## config.mk

```make
export PLATFORM = sky130hd
export DESIGN_NAME = jpeg_ac_symbolizer_flat
export DESIGN_NICKNAME = d
export VERILOG_FILES = /design/src/rtl/jpeg_ac_symbolizer_if.sv /design/src/rtl/jpeg_ac_symbolizer.sv /design/src/flat_wrapper.sv
export SDC_FILE = /design/constraint.sdc
export NUM_CORES = 1
export LEC_CHECK = 0
export CORE_ASPECT_RATIO = 1.25
export CORE_UTILIZATION = 50
export DETAILED_ROUTE_END_ITERATION = 16
export GPL_ROUTABILITY_DRIVEN = 0
export PLACE_DENSITY = 0.72
export RECOVER_POWER = 25
export SLEW_MARGIN = 20
export SYNTH_ARGS = -nofsm -noshare
export SYNTH_HDL_FRONTEND = slang
export SYNTH_SLANG_ARGS = --single-unit
```

## constraint.sdc

```tcl
create_clock -name clk_in -period 4 [get_ports clk_in]
set_input_delay 0.6 -clock clk_in [delete_from_list [all_inputs] [get_ports clk_in]]
set_output_delay 0.6 -clock clk_in [all_outputs]
set_load 0.05 [all_outputs]
```

## src/rtl/jpeg_ac_symbolizer_if.sv

```systemverilog
// Coefficient-in / symbol-out bus for the JPEG run-length symbolizer.
// The slave modport is the symbolizer; the master modport is its environment.
interface jpeg_ac_symbolizer_if #(
  parameter int DATA_WIDTH = 11
);
  logic signed [DATA_WIDTH-1:0] coef_in;
  logic                         coef_valid_in;
  logic                         coef_ready_out;
  logic                         sym_valid_out;
  logic                         sym_ready_in;
  logic [3:0]                   sym_run_out;
  logic [3:0]                   sym_size_out;
  logic [DATA_WIDTH-1:0]        sym_amp_out;
  logic                         sym_is_dc_out;
  logic                         sym_eob_out;
  logic                         block_done_out;

  modport slave (
    input  coef_in, coef_valid_in, sym_ready_in,
    output coef_ready_out, sym_valid_out, sym_run_out, sym_size_out,
           sym_amp_out, sym_is_dc_out, sym_eob_out, block_done_out
  );

  modport master (
    output coef_in, coef_valid_in, sym_ready_in,
    input  coef_ready_out, sym_valid_out, sym_run_out, sym_size_out,
           sym_amp_out, sym_is_dc_out, sym_eob_out, block_done_out
  );
endinterface

```

## src/rtl/jpeg_ac_symbolizer.sv

```systemverilog
// Zig-zag coefficients in, JPEG DC/AC/ZRL/EOB symbols out, one 8x8 block at a time.
// Optional macro JPEG_SYM_DC_PRED_EN enables differential DC coding with a frame-scoped predictor.
module jpeg_ac_symbolizer #(
  parameter int DATA_WIDTH = 11,
  parameter int BLOCK_LEN  = 64
) (
  input  logic                  clk_in,
  input  logic                  rst_in,
  input  logic                  frame_start_in,
  jpeg_ac_symbolizer_if.slave   bus
);

  localparam int IDX_W  = $clog2(BLOCK_LEN);
  localparam int DIFF_W = DATA_WIDTH + 1;
  localparam int ZRL_W  = IDX_W - 4;
  localparam logic [IDX_W-1:0] LAST_IDX = IDX_W'(BLOCK_LEN - 1);

  typedef enum logic [1:0] {S_ACCEPT, S_ZRL, S_SYM} state_t;

  state_t                   r_state, w_next_state;
  logic [IDX_W-1:0]         r_idx;
  logic [IDX_W-1:0]         r_run;
  logic [ZRL_W-1:0]         r_zrl_left;

  logic                     r_valid;
  logic [3:0]               r_sym_run;
  logic [3:0]               r_sym_size;
  logic [DATA_WIDTH-1:0]    r_sym_amp;
  logic                     r_is_dc;
  logic                     r_eob;
  logic                     r_last;

  logic [3:0]               r_pend_run;
  logic [3:0]               r_pend_size;
  logic [DATA_WIDTH-1:0]    r_pend_amp;
  logic                     r_pend_last;

  logic                     w_accept;
  logic                     w_out_hs;
  logic                     w_is_dc;
  logic                     w_is_last;
  logic                     w_zero;
  logic [ZRL_W-1:0]         w_nzrl;
  logic signed [DIFF_W-1:0] w_coef_ext;
  logic signed [DIFF_W-1:0] w_dc_val;
  logic signed [DIFF_W-1:0] w_val;
  logic [3:0]               w_size;
  logic [DATA_WIDTH-1:0]    w_amp;

  logic                     w_ld;
  logic [3:0]               w_ld_run;
  logic [3:0]               w_ld_size;
  logic [DATA_WIDTH-1:0]    w_ld_amp;
  logic                     w_ld_dc;
  logic                     w_ld_eob;
  logic                     w_ld_last;
  logic                     w_pend_ld;

  function automatic logic [3:0] f_size(input logic signed [DIFF_W-1:0] v);
    logic [DIFF_W-1:0] mag;
    mag    = v[DIFF_W-1] ? -v : v;
    f_size = 4'd0;
    for (int i = 0; i < DIFF_W; i++)
      if (mag[i]) f_size = 4'(i + 1);
  endfunction

  // Negative values are sent as the one's complement of their magnitude.
  function automatic logic [DATA_WIDTH-1:0] f_amp(input logic signed [DIFF_W-1:0] v,
                                                  input logic [3:0] sz);
    logic [DIFF_W-1:0] t;
    logic [DIFF_W-1:0] mask;
    t     = v[DIFF_W-1] ? (v - DIFF_W'(1)) : v;
    mask  = (DIFF_W'(1) << sz) - DIFF_W'(1);
    f_amp = DATA_WIDTH'(t & mask);
  endfunction

  assign w_coef_ext = {bus.coef_in[DATA_WIDTH-1], bus.coef_in};

`ifdef JPEG_SYM_DC_PRED_EN
  logic signed [DATA_WIDTH-1:0] r_pred;
  logic signed [DATA_WIDTH-1:0] w_pred_eff;

  // A frame start coincident with the DC sample must already see a zero predictor.
  assign w_pred_eff = frame_start_in ? '0 : r_pred;
  assign w_dc_val   = w_coef_ext - {w_pred_eff[DATA_WIDTH-1], w_pred_eff};

  always_ff @(posedge clk_in or posedge rst_in) begin
    if (rst_in)                    r_pred <= '0;
    else if (w_accept && w_is_dc)  r_pred <= bus.coef_in;
    else if (frame_start_in)       r_pred <= '0;
  end
`else
  logic w_unused_frame_start;
  assign w_unused_frame_start = frame_start_in;
  assign w_dc_val             = w_coef_ext;
`endif

  assign w_out_hs           = r_valid && bus.sym_ready_in;
  assign bus.coef_ready_out = (r_state == S_ACCEPT) && (!r_valid || bus.sym_ready_in);
  assign w_accept           = bus.coef_valid_in && bus.coef_ready_out;
  assign w_is_dc            = (r_idx == '0);
  assign w_is_last          = (r_idx == LAST_IDX);
  assign w_zero             = (bus.coef_in == '0);
  assign w_nzrl             = r_run[IDX_W-1:4];
  assign w_val              = w_is_dc ? w_dc_val : w_coef_ext;
  assign w_size             = f_size(w_val);
  assign w_amp              = f_amp(w_val, w_size);

  always_ff @(posedge clk_in or posedge rst_in) begin
    if (rst_in) r_state <= S_ACCEPT;
    else        r_state <= w_next_state;
  end

  // Long runs park the real AC symbol in the pending slot while ZRLs drain;
  // SYM means the last ZRL is on the output and the pending symbol goes next.
  always_comb begin
    w_next_state = r_state;
    w_ld         = 1'b0;
    w_ld_run     = 4'd0;
    w_ld_size    = 4'd0;
    w_ld_amp     = '0;
    w_ld_dc      = 1'b0;
    w_ld_eob     = 1'b0;
    w_ld_last    = 1'b0;
    w_pend_ld    = 1'b0;
    case (r_state)
      S_ACCEPT: begin
        if (w_accept) begin
          if (w_is_dc) begin
            w_ld      = 1'b1;
            w_ld_size = w_size;
            w_ld_amp  = w_amp;
            w_ld_dc   = 1'b1;
          end else if (!w_zero) begin
            w_ld = 1'b1;
            if (w_nzrl != '0) begin
              w_ld_run     = 4'hF;
              w_pend_ld    = 1'b1;
              w_next_state = (w_nzrl == ZRL_W'(1)) ? S_SYM : S_ZRL;
            end else begin
              w_ld_run  = r_run[3:0];
              w_ld_size = w_size;
              w_ld_amp  = w_amp;
              w_ld_last = w_is_last;
            end
          end else if (w_is_last) begin
            w_ld      = 1'b1;
            w_ld_eob  = 1'b1;
            w_ld_last = 1'b1;
          end
        end
      end
      S_ZRL: begin
        if (w_out_hs) begin
          w_ld     = 1'b1;
          w_ld_run = 4'hF;
          if (r_zrl_left == ZRL_W'(1)) w_next_state = S_SYM;
        end
      end
      S_SYM: begin
        if (w_out_hs) begin
          w_ld         = 1'b1;
          w_ld_run     = r_pend_run;
          w_ld_size    = r_pend_size;
          w_ld_amp     = r_pend_amp;
          w_ld_last    = r_pend_last;
          w_next_state = S_ACCEPT;
        end
      end
      default: w_next_state = S_ACCEPT;
    endcase
  end

  always_ff @(posedge clk_in or posedge rst_in) begin
    if (rst_in) begin
      r_idx <= '0;
      r_run <= '0;
    end else if (w_accept) begin
      r_idx <= w_is_last ? '0 : r_idx + IDX_W'(1);
      r_run <= (!w_is_dc && w_zero && !w_is_last) ? r_run + IDX_W'(1) : '0;
    end
  end

  always_ff @(posedge clk_in or posedge rst_in) begin
    if (rst_in) begin
      r_zrl_left  <= '0;
      r_pend_run  <= 4'd0;
      r_pend_size <= 4'd0;
      r_pend_amp  <= '0;
      r_pend_last <= 1'b0;
    end else if (w_pend_ld) begin
      r_zrl_left  <= w_nzrl - ZRL_W'(1);
      r_pend_run  <= r_run[3:0];
      r_pend_size <= w_size;
      r_pend_amp  <= w_amp;
      r_pend_last <= w_is_last;
    end else if (r_state == S_ZRL && w_out_hs) begin
      r_zrl_left  <= r_zrl_left - ZRL_W'(1);
    end
  end

  // The output register only reloads when empty or handing off, so a stalled symbol holds.
  always_ff @(posedge clk_in or posedge rst_in) begin
    if (rst_in) begin
      r_valid    <= 1'b0;
      r_sym_run  <= 4'd0;
      r_sym_size <= 4'd0;
      r_sym_amp  <= '0;
      r_is_dc    <= 1'b0;
      r_eob      <= 1'b0;
      r_last     <= 1'b0;
    end else if (w_ld) begin
      r_valid    <= 1'b1;
      r_sym_run  <= w_ld_run;
      r_sym_size <= w_ld_size;
      r_sym_amp  <= w_ld_amp;
      r_is_dc    <= w_ld_dc;
      r_eob      <= w_ld_eob;
      r_last     <= w_ld_last;
    end else if (bus.sym_ready_in) begin
      r_valid    <= 1'b0;
    end
  end

  assign bus.sym_valid_out  = r_valid;
  assign bus.sym_run_out    = r_sym_run;
  assign bus.sym_size_out   = r_sym_size;
  assign bus.sym_amp_out    = r_sym_amp;
  assign bus.sym_is_dc_out  = r_is_dc;
  assign bus.sym_eob_out    = r_eob;
  assign bus.block_done_out = w_out_hs && r_last;

endmodule
```

## src/flat_wrapper.sv

```systemverilog
// flat-port wrapper written by rule: the top's interface ports become plain ports
module jpeg_ac_symbolizer_flat 
#(
  parameter int DATA_WIDTH = 11,
  parameter int BLOCK_LEN  = 64
)
  (clk_in, rst_in, frame_start_in, bus_coef_in, bus_coef_valid_in, bus_sym_ready_in, bus_coef_ready_out, bus_sym_valid_out, bus_sym_run_out, bus_sym_size_out, bus_sym_amp_out, bus_sym_is_dc_out, bus_sym_eob_out, bus_block_done_out);
  jpeg_ac_symbolizer_if #(.DATA_WIDTH(DATA_WIDTH)) bus_i ();
  input  logic clk_in;
  input  logic rst_in;
  input  logic frame_start_in;
  input wire logic [$bits(bus_i.coef_in)-1:0] bus_coef_in;
  input wire logic [$bits(bus_i.coef_valid_in)-1:0] bus_coef_valid_in;
  input wire logic [$bits(bus_i.sym_ready_in)-1:0] bus_sym_ready_in;
  output wire logic [$bits(bus_i.coef_ready_out)-1:0] bus_coef_ready_out;
  output wire logic [$bits(bus_i.sym_valid_out)-1:0] bus_sym_valid_out;
  output wire logic [$bits(bus_i.sym_run_out)-1:0] bus_sym_run_out;
  output wire logic [$bits(bus_i.sym_size_out)-1:0] bus_sym_size_out;
  output wire logic [$bits(bus_i.sym_amp_out)-1:0] bus_sym_amp_out;
  output wire logic [$bits(bus_i.sym_is_dc_out)-1:0] bus_sym_is_dc_out;
  output wire logic [$bits(bus_i.sym_eob_out)-1:0] bus_sym_eob_out;
  output wire logic [$bits(bus_i.block_done_out)-1:0] bus_block_done_out;
  assign bus_i.coef_in = bus_coef_in;
  assign bus_i.coef_valid_in = bus_coef_valid_in;
  assign bus_i.sym_ready_in = bus_sym_ready_in;
  assign bus_coef_ready_out = bus_i.coef_ready_out;
  assign bus_sym_valid_out = bus_i.sym_valid_out;
  assign bus_sym_run_out = bus_i.sym_run_out;
  assign bus_sym_size_out = bus_i.sym_size_out;
  assign bus_sym_amp_out = bus_i.sym_amp_out;
  assign bus_sym_is_dc_out = bus_i.sym_is_dc_out;
  assign bus_sym_eob_out = bus_i.sym_eob_out;
  assign bus_block_done_out = bus_i.block_done_out;
  jpeg_ac_symbolizer #(.DATA_WIDTH(DATA_WIDTH), .BLOCK_LEN(BLOCK_LEN)) u_core (.clk_in(clk_in), .rst_in(rst_in), .frame_start_in(frame_start_in), .bus(bus_i));
endmodule
```

Word level (Yosys, flattened, before mapping)
Index checks and enable logic that the tools add are counted.
{"block": "classes", "n_shift": 1, "n_addsub": 7, "eq_ne": 12, "bitwise": 1, "mux": 72, "n_reduce_logical": 19}
{"cell": "4-bit two-way mux", "n": 22}
{"cell": "11-bit two-way mux", "n": 6}
{"cell": "1-bit two-way mux", "n": 25}
{"cell": "11-bit one-hot mux with 2 select lines", "n": 1}
{"cell": "11-bit by 2-bit subtractor with 11-bit output (second input constant)", "n": 2}
{"cell": "2-bit two-way mux", "n": 10}
{"cell": "6-bit by 1-bit adder with 6-bit output (second input constant)", "n": 2}
{"cell": "12-bit two-way mux", "n": 1}
{"cell": "6-bit two-way mux", "n": 2}
{"cell": "11-bit negator with 12-bit output", "n": 1}
{"cell": "4-bit one-hot mux with 3 select lines", "n": 1}
{"cell": "11-bit bitwise AND", "n": 1}
{"cell": "11-bit logical NOT", "n": 1}
{"cell": "1-bit by 4-bit left shift with 11-bit output (first input constant)", "n": 1}
{"cell": "2-bit by 1-bit != test with 1-bit output (second input constant)", "n": 4}
{"cell": "4-bit one-hot mux with 2 select lines", "n": 1}
{"cell": "1-bit logical AND", "n": 7}
{"cell": "7-bit AND reduction", "n": 1}
{"cell": "2-bit by 1-bit == test with 1-bit output (second input constant)", "n": 3}
{"cell": "6-bit == test (second input constant)", "n": 1}
{"cell": "6-bit logical NOT", "n": 1}
{"cell": "2-bit != test (second input constant)", "n": 3}
{"cell": "2-bit one-hot mux with 3 select lines", "n": 1}
{"cell": "2-bit nonzero test", "n": 3}
{"cell": "other kinds (7)", "n": 11}
{"block": "totals", "input_bits": 16, "elab_cells": 127, "out_inout_bits": 24, "ff_bits": 59}

Logic depth before layout (Yosys ltp)
{"block": "depth", "word_depth": 22, "depth_mapped": 16, "mapped_depth_nobuf": 15}

Worst setup path before layout
OpenSTA, ideal clock, no wires.
{"block": "synth_path", "path_kind": "input port to flip-flop", "from": "in bus_coef_in[2]", "to": "reg u_core.r_sym_amp[10] (netlist: u_core.bus.sym_amp_out[10])", "slack_ns": 0.366, "arrival_ns": 3.563, "path_stages": 13, "n_path_buf": 1, "setup_time_ns": 0.071, "t_required_ns": 3.929, "cell_sequence": "buf_2 > or4_4 > o21ai_1 > xor2_1 > nor2_1 > a211oi_1 > o21ai_2 > or3_1 > ha_1 > o21ai_1 > a211oi_1 > or4_1 > nand3_1"}
{"block": "synth_between", "elab_chain_cells": 20, "elab_cells_between_ends": 27, "classes_between": "3 x add/sub; 1 x shift; 21 x mux; 1 x bitwise; 1 x reduce/logical"}
{"item": "start, declared", "line_no": "flat_wrapper.sv:12", "rtl": "input wire logic [$bits(bus_i.coef_in)-1:0] bus_coef_in;"}
{"item": "11-bit negator with 12-bit output", "line_no": "jpeg_ac_symbolizer.sv:61", "rtl": "mag = v[DIFF_W-1] ? -v : v;"}
{"item": "12-bit two-way mux", "line_no": "jpeg_ac_symbolizer.sv:61"}
{"item": "4-bit two-way mux (10 in series)", "line_no": "jpeg_ac_symbolizer.sv:64", "rtl": "if (mag[i]) f_size = 4'(i + 1);"}
{"item": "1-bit by 4-bit left shift with 11-bit output", "line_no": "jpeg_ac_symbolizer.sv:73", "rtl": "mask = (DIFF_W'(1) << sz) - DIFF_W'(1);"}
{"item": "11-bit by 2-bit subtractor with 11-bit output", "line_no": "jpeg_ac_symbolizer.sv:73"}
{"item": "11-bit bitwise AND", "line_no": "jpeg_ac_symbolizer.sv:74", "rtl": "f_amp = DATA_WIDTH'(t & mask);"}
{"item": "11-bit two-way mux", "line_no": "jpeg_ac_symbolizer.sv:136", "rtl": "if (w_nzrl != '0) begin"}
{"item": "11-bit two-way mux", "line_no": "jpeg_ac_symbolizer.sv:134", "rtl": "end else if (!w_zero) begin"}
{"item": "11-bit two-way mux", "line_no": "jpeg_ac_symbolizer.sv:129", "rtl": "if (w_is_dc) begin"}
{"item": "11-bit two-way mux", "line_no": "jpeg_ac_symbolizer.sv:128", "rtl": "if (w_accept) begin"}
{"item": "11-bit one-hot mux with 2 select lines", "line_no": "jpeg_ac_symbolizer.sv:126", "rtl": "case (r_state)"}
{"item": "end signal, assigned", "line_no": "jpeg_ac_symbolizer.sv:216", "rtl": "r_sym_amp <= w_ld_amp;"}
{"item": "end, declared", "line_no": "jpeg_ac_symbolizer.sv:28", "rtl": "logic [DATA_WIDTH-1:0] r_sym_amp;"}
Parallel ways exist; a longest one is shown, timed or not.
A chain may end at the register's enable or synchronous reset.

Worst setup path in the final report
{"block": "layout_path", "from": "in bus_coef_in[1]", "to": "reg u_core.r_pend_amp[10]"}
{"block": "layout_between", "elab_chain_cells": 16, "elab_cells_between_ends": 23, "classes_between": "3 x add/sub; 1 x shift; 17 x mux; 1 x bitwise; 1 x reduce/logical"}
{"item": "11-bit negator with 12-bit output", "line_no": "jpeg_ac_symbolizer.sv:61"}
{"item": "12-bit two-way mux", "line_no": "jpeg_ac_symbolizer.sv:61"}
{"item": "4-bit two-way mux (11 in series)", "line_no": "jpeg_ac_symbolizer.sv:64"}
{"item": "1-bit by 4-bit left shift with 11-bit output", "line_no": "jpeg_ac_symbolizer.sv:73"}
{"item": "11-bit by 2-bit subtractor with 11-bit output", "line_no": "jpeg_ac_symbolizer.sv:73"}
{"item": "11-bit bitwise AND", "line_no": "jpeg_ac_symbolizer.sv:74"}
{"item": "end signal, assigned", "line_no": "jpeg_ac_symbolizer.sv:195", "rtl": "r_pend_amp <= w_amp;"}
{"item": "end, declared", "line_no": "jpeg_ac_symbolizer.sv:35", "rtl": "logic [DATA_WIDTH-1:0] r_pend_amp;"}
Parallel ways exist; a longest one is shown, timed or not.

==> reports/metrics.yaml <==
synth:
  synth_edf_count: 0
  ys_types: 64
  yosys.area.top_type: "dfrtp_1"
  ys_seq_area_share_pct: 37.74
  avgSynthCellArea_um2: 8.580
  synthFlopType: "dfrtp_1"
  async_flop_share_pct: 100.0
  syn_inst: 456
  syn-num-nets: 484
  yosys.cell_count.top_type: "dfrtp_1"
  synth_common_cells: "dfrtp_1, nand2_1, o21ai_0"
  synthDominantCellAreaShare_pct: 37.74
  ys_ff_latch: 59
  synth_area_leaders: "dfrtp_1, nand2_1, o21ai_0"
  ys_warn_count: 0
  synth_area_um2: 3913
cts:
  cts.htree.levels: 3
  tritoncts: "done"
  path_clk_slew_ns: 0.06
  cts_inserted_buffers: 9
  clk_path_buf_depth: 2
  holdBufCountCts: 0
  clock_latency_ns: 0.34
  cts_sinks: 59
  root_buffer: "clkbuf_8"
layout:
  num-fill-cells: 625
  num_antenna_cells: 0
  layout-drive-gt1-share_pct: 17.82
  regArea_um2: 1476
  finalNetCount: 556
  stdcell_area_um2: 4936
  area_delta_synth_final_pct: 26.16
  multi_input_comb_area_um2: 2298
worst_hold_path:
  hold_path_class: "reg2reg"
floorplan:
  core_area_um2: 7488
  initial_core_util_pct: 52.25
  row_count: 35
  fp.dieW_um: 81.12
  die_area_um2: 8185
  die_h_um: 100.9
  io-pin-count: 40
job:
  maxCapViolations: 0
run_status:
  status: "completed"
drt:
  wl_per_cell_um: 16.13
  vias: 3742
  viasPerCell: 5.987
  drc: 0
  wl_um: 10080
  first_iter_violations: 218
  drtPass1Iterations: 5
  antenna_left: 0
worst_setup_path:
  cp.arrival_ns: 4.02
  cp_max_fo: 3
  crit_family: "simple AND/OR/NAND/NOR gates"
  end_kind: "register"
  cpPeakStageDelay_ns: 0.50
  cp_slowest_cell: "or4b_4"
  path_class: "in2reg"
  path_cells: "clkdlybuf4s50_1 -> inv_1 -> ha_1 -> or4b_4 -> nor3_2 -> mux2_2 -> o211ai_1 -> a21oi_2 -> o21ai_2 -> and3_1 -> inv_1 -> ha_1 -> o21ai_1 -> a211oi_1 -> or4_1 -> nand3_1"
  path_buf_inv: 3
  startpoint_type: "input pin"
  required_ns: 4.27
global_routing:
  grt_max_degree: 37
  grt_pass1_wl_um: 16970
  grt_pass1_vias: 3637
  track_usage_pct: 27.11
  overflow: 0
  grt_antenna_before_repair: 0
sta:
  rsz0062_at_grt: "false"
  finClkSkew_ns: 0.01141
  period_share_pct: 93.76
  finalCriticalPeriod_ns: 3.750
  relSlewSlack_pct: 8.173
  worst_slew_pin_slew_ns: 1.376
  fmax_mhz: 266.6
  slew_violations: 0
  setup_ws_ns: 0.2496
  setup_violations: 0
  hold_viol_final: 0
power_and_ir_drop:
  vdd_drop_max_uv: 212.9
  leakagePower_nw: 2.157
  power_density_nw_per_um2: 367.8
place:
  dp_hpwl_um: 7537
  dpl_worst_slack_ns: -0.1995
  place_area_um2: 4648
  port_buffers: 38
-- sequential cells by signal, summed over array words and instances (netlist names) --
name,count
u_core.bus.sym_amp_out,11
u_core.bus.sym_run_out,4
u_core.r_pend_size,4
u_core.bus.sym_size_out,4
u_core.r_run,6
u_core.bus.sym_is_dc_out,1
u_core.bus.sym_valid_out,1
u_core.r_zrl_left,2
u_core.r_pend_run,4
u_core.r_pend_amp,11
u_core.bus.sym_eob_out,1
u_core.r_state,2
u_core.r_last,1
u_core.r_pend_last,1
u_core.r_idx,6
-- power breakdown --
part | switching (mW) | total [mW] | internal [mW]
Clock | 0.240 | 0.704 | 0.464
Sequential | 0.0435 | 0.687 | 0.644
Combinational | 0.261 | 0.424 | 0.163
Total | 0.545 | 1.82 | 1.27
-- placed cells by master, fill, tap and decap left out, drive strengths merged, types with 11 or more instances in the layout --
cell / count
a21oi: 22
and3: 14
buf: 47
clkbuf: 12
clkdlybuf4s50: 37
dfrtp: 59
ha: 12
inv: 14
nand2: 58
nand3: 16
nor2: 35
o21ai: 50
xnor2: 11
-- path summary, 6_finish.rpt --
check,slack [ns],startpoint,to,depth (start not counted)
max,0.25,bus_coef_in[1],u_core.r_pend_amp[10]$_DFFE_PP0P_,16
min,0.47,u_core.r_pend_amp[0]$_DFFE_PP0P_,u_core.r_pend_amp[0]$_DFFE_PP0P_,2
max reg2reg,1.16,u_core.r_state[0]$_DFFE_PP0P_,u_core.bus.sym_amp_out[10]$_DFFE_PP0P_,8
min reg2reg,0.47,u_core.r_pend_amp[0]$_DFFE_PP0P_,u_core.r_pend_amp[0]$_DFFE_PP0P_,2
max in group asynchronous,1.89,rst_in,u_core.bus.sym_valid_out$_DFFE_PP0P_,3
min in group asynchronous,1.09,rst_in,u_core.r_idx[2]$_DFFE_PP0P_,2
-- logic make-up after synthesis --
logic type | after synthesis | synth area share, %
compound gates | 135 | 23.12
xor+xnor | 20 | 4.477
fa+ha+maj | 12 | 3.837
buf+inv | 38 | 4.029
flops | 59 | 37.74
mux | 13 | 3.582
simple gates | 179 | 23.22
-- routing by layer --
| metal | GRT usage (%) | share of wire, % | vias to the layer above | wire length, µm |
|---|---|---|---|---|
| li1 | - | - | 1810 | - |
| met1 | 31.19 | 43 | 1828 | 4288 |
| met2 | 47.96 | 52 | 84 | 5233 |
| met3 | 3.439 | 2.7 | 20 | 276 |
| met4 | 14.56 | 2.8 | 0 | 286 |
| met5 | 0 | 0 | - | 0 |
-- metrics by stage --
stage / setup TNS (ns) / cells / total power, mW / hold slack (ns) / util [%]
after floorplan: 0 / 456 / 0.9659 / 0.4396 / -
after global placement: -0.1402 / 608 / 1.107 / 0.4518 / 62.07
after detailed placement: -1.271 / 608 / 1.118 / 0.4603 / 62.07
after CTS: 0 / 624 / 1.817 / 0.4744 / 65.55
after global routing: 0 / 625 / 1.894 / 0.4962 / 65.91
final: 0 / 625 / 1.815 / 0.4742 / 65.91
-- cell type report --
type / count / share of cell area, %
timing repair buffer: 85 / 14.85
inverter: 14 / 1.065
sequential: 59 / 29.91
clock buffer: 12 / 3.346
tap: 92 / 2.332
clock inverter: 4 / 1.926
multi-input combinational: 359 / 46.57
-- worst min-delay path, cell delays in order, from the launching register on --
cell,delay [ns]
dfrtp_1,0.33
nand2_1,0.05
o31ai_1,0.05
-- timing repair --
action,in CTS,in global routing
gates resized for setup,0,4
setup buffers,0,1
endpoints found under the setup margin,0,8
Power figures use the tool's default switching activity.
